### config.mk
export PLATFORM = sky130hd
export DESIGN_NAME = la_readout_sequencer
export DESIGN_NICKNAME = d
export VERILOG_FILES = /design/src/rtl/la_readout_sequencer_pkg.sv /design/src/rtl/la_readout_sequencer.sv
export SDC_FILE = /design/constraint.sdc
export NUM_CORES = 1
export LEC_CHECK = 0
export ABC_AREA = 1
export ABC_CLOCK_PERIOD_IN_PS = 5000
export CAP_MARGIN = 20
export CORE_ASPECT_RATIO = 0.9
export CORE_UTILIZATION = 56
export CTS_BUF_LIST = sky130_fd_sc_hd__clkbuf_2 sky130_fd_sc_hd__clkbuf_4 sky130_fd_sc_hd__clkbuf_8
export DETAILED_ROUTE_END_ITERATION = 8
export MAX_ROUTING_LAYER = met4
export PLACE_DENSITY = 0.88
export SLEW_MARGIN = 20
export SYNTH_ARGS = -nofsm -noshare
export SYNTH_HDL_FRONTEND = slang
export SYNTH_SLANG_ARGS = --single-unit
### constraint.sdc
create_clock -name i_clk -period 5 [get_ports i_clk]
set_input_delay 1.5 -clock i_clk [delete_from_list [all_inputs] [get_ports i_clk]]
set_output_delay 1.5 -clock i_clk [all_outputs]
set_load 0.03 [all_outputs]
### src/rtl/la_readout_sequencer_pkg.sv
// Shared constants and state encoding for the logic-analyzer readout path.
// The analyzer controller imports the same enum to decode sequencer state.
package la_readout_sequencer_pkg;

    localparam int unsigned LA_DEPTH     = 512;
    localparam int unsigned LA_ADDR_W    = 9;
    localparam int unsigned LA_DATA_W    = 12;
    localparam logic [7:0]  LA_SYNC_BYTE = 8'hA5;

    // 3-bit binary encoding, fixed so external decoders stay in step.
    typedef enum logic [2:0] {
        ST_IDLE    = 3'd0,
        ST_SYNC    = 3'd1,
        ST_READ    = 3'd2,
        ST_WAIT    = 3'd3,
        ST_SEND_HI = 3'd4,
        ST_SEND_LO = 3'd5,
        ST_DONE    = 3'd6
    } la_state_e;

endpackage

### src/rtl/la_readout_sequencer.sv
// Post-capture readout: walks the capture RAM ring once from the oldest
// sample, emitting a sync byte then each sample as {hi, lo} bytes over a
// valid/ready handshake to the UART transmitter.
module la_readout_sequencer
    import la_readout_sequencer_pkg::*;
#(
    parameter int unsigned DEPTH     = LA_DEPTH,
    parameter int unsigned ADDR_W    = LA_ADDR_W,
    parameter int unsigned DATA_W    = LA_DATA_W,
    parameter logic [7:0]  SYNC_BYTE = LA_SYNC_BYTE
) (
    input  logic              i_clk,
    input  logic              i_rst_n,
    input  logic              i_start,
    input  logic [ADDR_W-1:0] i_start_addr,
    input  logic              i_abort,
    output logic              o_rd_en,
    output logic [ADDR_W-1:0] o_rd_addr,
    input  logic [DATA_W-1:0] i_rd_data,
    output logic              o_tx_en,
    output logic [7:0]        o_tx_data,
    input  logic              i_tx_ready,
    output logic              o_busy,
    output logic              o_done
);

    localparam int unsigned CNT_W = $clog2(DEPTH + 1);

    la_state_e         state_q, state_d;
    logic [ADDR_W-1:0] ptr_q, ptr_d;
    logic [CNT_W-1:0]  cnt_q, cnt_d;
    logic [DATA_W-1:0] sample_q, sample_d;
    logic [15:0]       sample_ext;

    assign sample_ext = 16'(sample_q);

    // State, ring pointer, sample count and sample holding register.
    always_ff @(posedge i_clk or negedge i_rst_n) begin
        if (!i_rst_n) begin
            state_q  <= ST_IDLE;
            ptr_q    <= '0;
            cnt_q    <= '0;
            sample_q <= '0;
        end else begin
            state_q  <= state_d;
            ptr_q    <= ptr_d;
            cnt_q    <= cnt_d;
            sample_q <= sample_d;
        end
    end

    // Next-state and Moore outputs; abort overrides any transition, including an accept.
    always_comb begin
        state_d   = state_q;
        ptr_d     = ptr_q;
        cnt_d     = cnt_q;
        sample_d  = sample_q;
        o_rd_en   = 1'b0;
        o_rd_addr = '0;
        o_tx_en   = 1'b0;
        o_tx_data = '0;
        o_busy    = 1'b0;
        o_done    = 1'b0;

        case (state_q)
            ST_IDLE: begin
                if (i_start && !i_abort) begin
                    ptr_d   = i_start_addr;
                    cnt_d   = '0;
                    state_d = ST_SYNC;
                end
            end
            ST_SYNC: begin
                o_busy    = 1'b1;
                o_tx_en   = 1'b1;
                o_tx_data = SYNC_BYTE;
                if (i_tx_ready) state_d = ST_READ;
            end
            ST_READ: begin
                o_busy    = 1'b1;
                o_rd_en   = 1'b1;
                o_rd_addr = ptr_q;
                state_d   = ST_WAIT;
            end
            ST_WAIT: begin
                o_busy   = 1'b1;
                sample_d = i_rd_data;
                state_d  = ST_SEND_HI;
            end
            ST_SEND_HI: begin
                o_busy    = 1'b1;
                o_tx_en   = 1'b1;
                o_tx_data = sample_ext[15:8];
                if (i_tx_ready) state_d = ST_SEND_LO;
            end
            ST_SEND_LO: begin
                o_busy    = 1'b1;
                o_tx_en   = 1'b1;
                o_tx_data = sample_ext[7:0];
                if (i_tx_ready) begin
                    ptr_d   = (ptr_q == ADDR_W'(DEPTH - 1)) ? '0 : ptr_q + ADDR_W'(1);
                    cnt_d   = cnt_q + CNT_W'(1);
                    state_d = (cnt_q == CNT_W'(DEPTH - 1)) ? ST_DONE : ST_READ;
                end
            end
            ST_DONE: begin
                o_done  = 1'b1;
                state_d = ST_IDLE;
            end
            default: state_d = ST_IDLE;
        endcase

        if (state_q != ST_IDLE && i_abort) state_d = ST_IDLE;
    end

endmodule

==> flow_metrics.tcl, run 1 <==
set metrics [dict create \
    r2r_end "ptr_q[3]" \
    finalNonFillerCells 355 \
    startpoint_type "flip-flop" \
    syn_to_final_growth_pct 25.7 \
    reg2regPathDepth 5 \
    ys_seq_elements 34 \
    yosys_warnings 0 \
    crit_arrival_ns 2.33 \
    internal-power_uw 734 \
    worst_slack_ns 1.17 \
    coreArea_mm2 0.00348 \
    n_antenna_cell 0 \
    synth_edf_count 0 \
    r2r_slack_ns 3.21 \
    die-area_mm2 0.00400 \
    synthCells 263 \
    pwr-share-clk_pct 16.7 \
    cts_tree "done" \
    fin_crit_sh_pct 76.7 \
    rsz0062_at_grt "false" \
    grt_max_degree 35 \
    dpl.cell_count 347 \
    max-cap-violations 0 \
    initial_core_util_pct 60.3 \
    timing.setup.tns_ns 0 \
    placed_cell_area_mm2 0.00254 \
    cts.reportedPaths.clkPinSlew_ns 0.07 \
    worstSetupStartpoint "state_q[1]" \
    seqPwrFrac_pct 37.4 \
    layout_common_cells "nand2_1, clkdlybuf4s50_1, nor2_1" \
    layout_commonest_cell "nand2_1" \
    num_vias 1953 \
    grtUsageTotal_pct 30.3 \
    slew_headroom_pct 65.9 \
    drt_first_iter_violations 192 \
    io_pins 47 \
    numClockSinks 34 \
    critical_path.endpoint "o_tx_data[3]" \
    irDropWorstVdd_mv 0.351 \
    fp.dieH_um 60.1 \
    end_kind "primary output" \
    mappedNetlistNets 292 \
    power_switching_uw 566 \
    layout-drive-gt1-share_pct 11.9 \
    cts_setup_buffers 0 \
    rows 20 \
    r2r_start "state_q[0]" \
    finalHoldViolCount 0 \
    gp_congestion 0.959 \
    place_ws_ns 1.49 \
    synth_area_mm2 0.00210 \
    grt_pass1_wl_um 8470 \
    finalWirelength_um 5170 \
    antenna_found_initial 0 \
    wire_per_inst_um 14.6 \
    final_area_mm2 0.00264 \
    die-width_um 66.5 \
    clock_latency_ns 0.29 \
    final_util_pct 75.8 \
    vias_per_cell 5.50 \
    power_switching_share_pct 43.6 \
    finalCriticalPeriod_ns 3.83 \
    clk_path_buf_depth 2 \
    final-setup-viol-count 0 \
    synth_cell_types 33 \
    yosysSeqAreaShare_pct 40.5 \
    async_reset_ff_share_pct 100 \
    critical_path.max_fanout 11 \
    dp_hpwl_um 3750 \
    ys.flop_type "dfrtp_1" \
    ant_nets 0 \
    p_leak_uw 0.00126 \
    nets 339 \
    required_ns 3.50 \
    grt_overflow 0 \
    cts-buffers-inserted 5 \
    htreeDepth 2 \
    grt_pass1_vias 1804 \
    fin_skew_ns 0.00540 \
    tightest_slew_ns 0.511 \
    postCtsHoldBufs 0 \
    port_buffers 46 \
    max_freq_ghz 0.261 \
    cts_resized 0 \
    root_buffer "clkbuf_8" \
    pwr_density_cell_mw_per_mm2 493 \
    slew_violations 0 \
    min_path_type "reg2reg" \
    worstSetupPathType "reg2out" \
    status "complete, no violations" \
    first_pass_iters 6 \
    drc 0 \
    syn_area_per_cell_um2 7.98 \
    combinationalPowerShare_pct 45.9 \
]
==> power by group through the flow <==
stage	registers, µW	clock network (µW)	logic, µW
after floorplan	429	0	468
after global placement	479	0	578
after detailed placement	485	0	595
after CTS	482	218	598
after global routing	497	230	657
final	486	217	597
==> Yosys cell counts, types with 2 or more instances <==
library cell  number  area [µm²]
o21ai_1            2        10.0
xor2_1             3        26.3
nand3_1           24         120
nor2_1            38         143
inv_2              2        7.51
mux2_2            10         113
inv_1             31         116
nand4_1            6        37.5
a31oi_1            4        25.0
o21ai_0           13        65.1
a21oi_1            4        20.0
a32o_1             2        20.0
nand3_4            2        35.0
ha_1               3        37.5
buf_6              5        56.3
nor2_2             2        12.5
nor2_4             3        33.8
dfrtp_1           34         851
nand2_1           61         229
==> worst min-delay path by stage <==
stage           startpoint     endpoint  slack (ns)  depth (start not counted)
2_1_floorplan     ptr_q[4]     ptr_q[4]        0.47                          2
3_3_place_gp      ptr_q[4]     ptr_q[4]        0.49                          2
3_5_place_dp      ptr_q[4]     ptr_q[4]        0.49                          2
4_1_cts           ptr_q[4]     ptr_q[4]        0.51                          2
5_1_grt        sample_q[8]  sample_q[8]        0.55                          1
6_report          ptr_q[4]     ptr_q[4]        0.51                          2
==> cell type report <==
| cell class | count | area, µm² |
|---|---|---|
| flip-flops and latches | 34 | 851 |
| clock inverters | 1 | 5.00 |
| fillers | 256 | 841 |
| repair buffers | 47 | 468 |
| inverters | 35 | 138 |
| clock buffers | 7 | 90.1 |
| multi-input cells | 187 | 1030 |
| well taps | 44 | 55.1 |
==> logic make-up after synthesis <==
kind of cell | Yosys count | share of synthesized area (%)
simple gates | 143 | 32.6
fa+ha+maj | 3 | 1.79
compound gates | 27 | 7.69
buf+inv | 42 | 10.3
xor+xnor | 3 | 1.25
flops | 34 | 40.5
mux | 11 | 5.84
==> through the flow <==
stage,hold slack [ns],total power [µW]
6_report,0.510,1300
5_1_grt,0.546,1380
4_1_cts,0.511,1300
3_5_place_dp,0.488,1080
3_3_place_gp,0.492,1060
2_1_floorplan,0.470,897
==> flip-flops by register name, indices dropped and copies added, names as in the netlist <==
| signal | flops |
|---|---|
| state_q | 3 |
| sample_q | 12 |
| cnt_q | 10 |
| ptr_q | 9 |
==> layer usage <==
layer  GRT usage (%)  vias to the layer above  share of wire, %
met5               -                        -                 0
met4            9.73                        0               1.8
met3            6.49                       11               7.7
met2            46.4                      105                46
met1            40.3                      895                45
li1                -                      942                 -
==> critical path: stages, from the launching register on <==
cell and delay, ns:
dfrtp_1 0.66, nor2_4 0.08, nand2_2 0.23, clkinv_2 0.22, a32o_1 0.25, clkdlybuf4s50_1 0.59
Note: power is estimated with default switching activity, not from simulation.
==> run 2, diff against run 1 <==
--- a/config.mk
+++ b/config.mk
@@ -6,14 +6,14 @@
 export NUM_CORES = 1
 export LEC_CHECK = 0
 export ABC_AREA = 1
-export ABC_CLOCK_PERIOD_IN_PS = 5000
+export ABC_CLOCK_PERIOD_IN_PS = 4000
 export CAP_MARGIN = 20
 export CORE_ASPECT_RATIO = 0.9
-export CORE_UTILIZATION = 56
+export CORE_UTILIZATION = 52
 export CTS_BUF_LIST = sky130_fd_sc_hd__clkbuf_2 sky130_fd_sc_hd__clkbuf_4 sky130_fd_sc_hd__clkbuf_8
 export DETAILED_ROUTE_END_ITERATION = 8
 export MAX_ROUTING_LAYER = met4
-export PLACE_DENSITY = 0.88
+export PLACE_DENSITY = 0.82
 export SLEW_MARGIN = 20
 export SYNTH_ARGS = -nofsm -noshare
 export SYNTH_HDL_FRONTEND = slang
==> constraint.sdc (replaced) <==
create_clock -name i_clk -period 4 [get_ports i_clk]
set_input_delay 1.2 -clock i_clk [delete_from_list [all_inputs] [get_ports i_clk]]
set_output_delay 1.2 -clock i_clk [all_outputs]
set_load 0.03 [all_outputs]
==> run 2 against run 1 <==
  * Non-clock buffer count unchanged
  * Clock-buffer cell count unchanged
  * Highest routed layer unchanged
  * Total power increased by 23%
  * Critical endpoint is now o_tx_data[1]
  * Die area increased by 7.4%
  * Setup slack got worse by 0.70 ns
==> flow_metrics.tcl, run 2 (same netlist as run 1, synthesis figures left out) <==
set metrics [dict create \
    status "complete, no violations" \
    rows 21 \
    postCtsHoldBufs 0 \
    grt_pass1_wl_um 7750 \
    nets 339 \
    grt_pass1_vias 1747 \
    crit_arrival_ns 2.33 \
    initial_core_util_pct 55.5 \
    r2r_slack_ns 2.20 \
    worstSetupStartpoint "state_q[1]" \
    slew_violations 0 \
    drt_first_iter_violations 118 \
    finalCriticalPeriod_ns 3.53 \
    timing.setup.tns_ns 0 \
    wire_per_inst_um 13.6 \
    htreeDepth 2 \
    finalHoldViolCount 0 \
    num_vias 1882 \
    holdWs_ns 0.508 \
    grtUsageTotal_pct 25.4 \
    fin_skew_ns 0.00470 \
    syn_to_final_growth_pct 25.8 \
    worst_slack_ns 0.466 \
    end_kind "primary output" \
    fin_crit_sh_pct 88.3 \
    first_pass_iters 5 \
    final_area_mm2 0.00264 \
    startpoint_type "flip-flop" \
    pwr_density_cell_mw_per_mm2 607 \
    clock_latency_ns 0.29 \
    gp_congestion 0.824 \
    critical_path.max_fanout 11 \
    dp_hpwl_um 3520 \
    p_leak_uw 0.00126 \
    irDropWorstVdd_mv 0.395 \
    min_path_type "reg2reg" \
    layout-drive-gt1-share_pct 11.9 \
    cts_setup_buffers 0 \
    place_ws_ns 0.794 \
    drc 0 \
    io_pins 47 \
    layout_commonest_cell "nand2_1" \
    placed_cell_area_mm2 0.00254 \
    antenna_found_initial 0 \
    top_regs "sample_q: 12 flops, cnt_q: 10 flops, ptr_q: 9 flops" \
    port_buffers 46 \
    r2r_start "ptr_q[1]" \
    vias_per_cell 5.27 \
    grt_overflow 0 \
    cts-buffers-inserted 5 \
    cts.reportedPaths.clkPinSlew_ns 0.07 \
    max-cap-violations 0 \
    die-area_mm2 0.00429 \
    fillCellCount 312 \
    coreArea_mm2 0.00378 \
    ant_nets 0 \
    fp.dieH_um 62.3 \
    finalWirelength_um 4860 \
    hold_start "sample_q[2]" \
    largest_reg_flops 12 \
    slew_headroom_pct 66.0 \
    n_antenna_cell 0 \
    worstSetupPathType "reg2out" \
    rsz0062_at_grt "false" \
    tightest_slew_ns 0.510 \
    cts_resized 0 \
    clk_path_buf_depth 2 \
    final_util_pct 69.8 \
    grt_max_degree 35 \
    numClockSinks 34 \
    cts_tree "done" \
    required_ns 2.80 \
    top_register "sample_q" \
    die-width_um 69.0 \
    root_buffer "clkbuf_8" \
    max_freq_ghz 0.283 \
    layout_common_cells "nand2_1, clkdlybuf4s50_1, nor2_1" \
    final-setup-viol-count 0 \
]
==> run 2: report_power, final <==
group	internal (µW)	switching (µW)	leakage (µW)
Sequential	466	128	0.000424
Clock	146	126	0.0000517
Combinational	305	432	0.000783
Total	916	686	0.00126
==> run 2: final cells by class <==
type | instances | area (µm²) | area share (%)
Inverter | 35 | 138 | 5.21
Tap cell | 46 | 57.6 | 2.18
Clock buffer | 7 | 90.1 | 3.41
Timing Repair Buffer | 47 | 468 | 17.7
Multi-Input combinational cell | 187 | 1030 | 39.1
Sequential cell | 34 | 851 | 32.2
Clock inverter | 1 | 5.00 | 0.190
==> run 2: per-stage QoR <==
stage	total power (µW)	std cells
floorplan	1120	263
global placement	1320	349
detailed placement	1330	349
CTS	1610	357
global route	1710	357
finish	1600	357
==> run 2: routing by layer <==
layer  GRT usage (%)  part of all wire [%]  vias to the layer above  routed length [µm]
met5               -                     0                        -                   0
met2            36.7                    46                       67                2260
li1                -                     -                      944                   -
met4            11.2                   1.6                        0                  76
met1            33.2                    45                      860                2200
met3            6.62                   6.6                       11                 321
==> run 2: final timing paths <==
path                                      to  cells after the start
worst min register to register   sample_q[2]                      1
worst max-delay path            o_tx_data[1]                      5
max in group asynchronous        sample_q[1]                      2
worst max register to register      ptr_q[3]                     11
min in group asynchronous           cnt_q[9]                      2
worst min-delay path             sample_q[2]                      1
==> run 2: worst max-delay path, stage by stage, from the launching register on <==
cell and delay, ns:
dfrtp_1 0.66, nor2_4 0.08, nand2_2 0.23, clkinv_2 0.21
a32o_1 0.26, clkdlybuf4s50_1 0.59
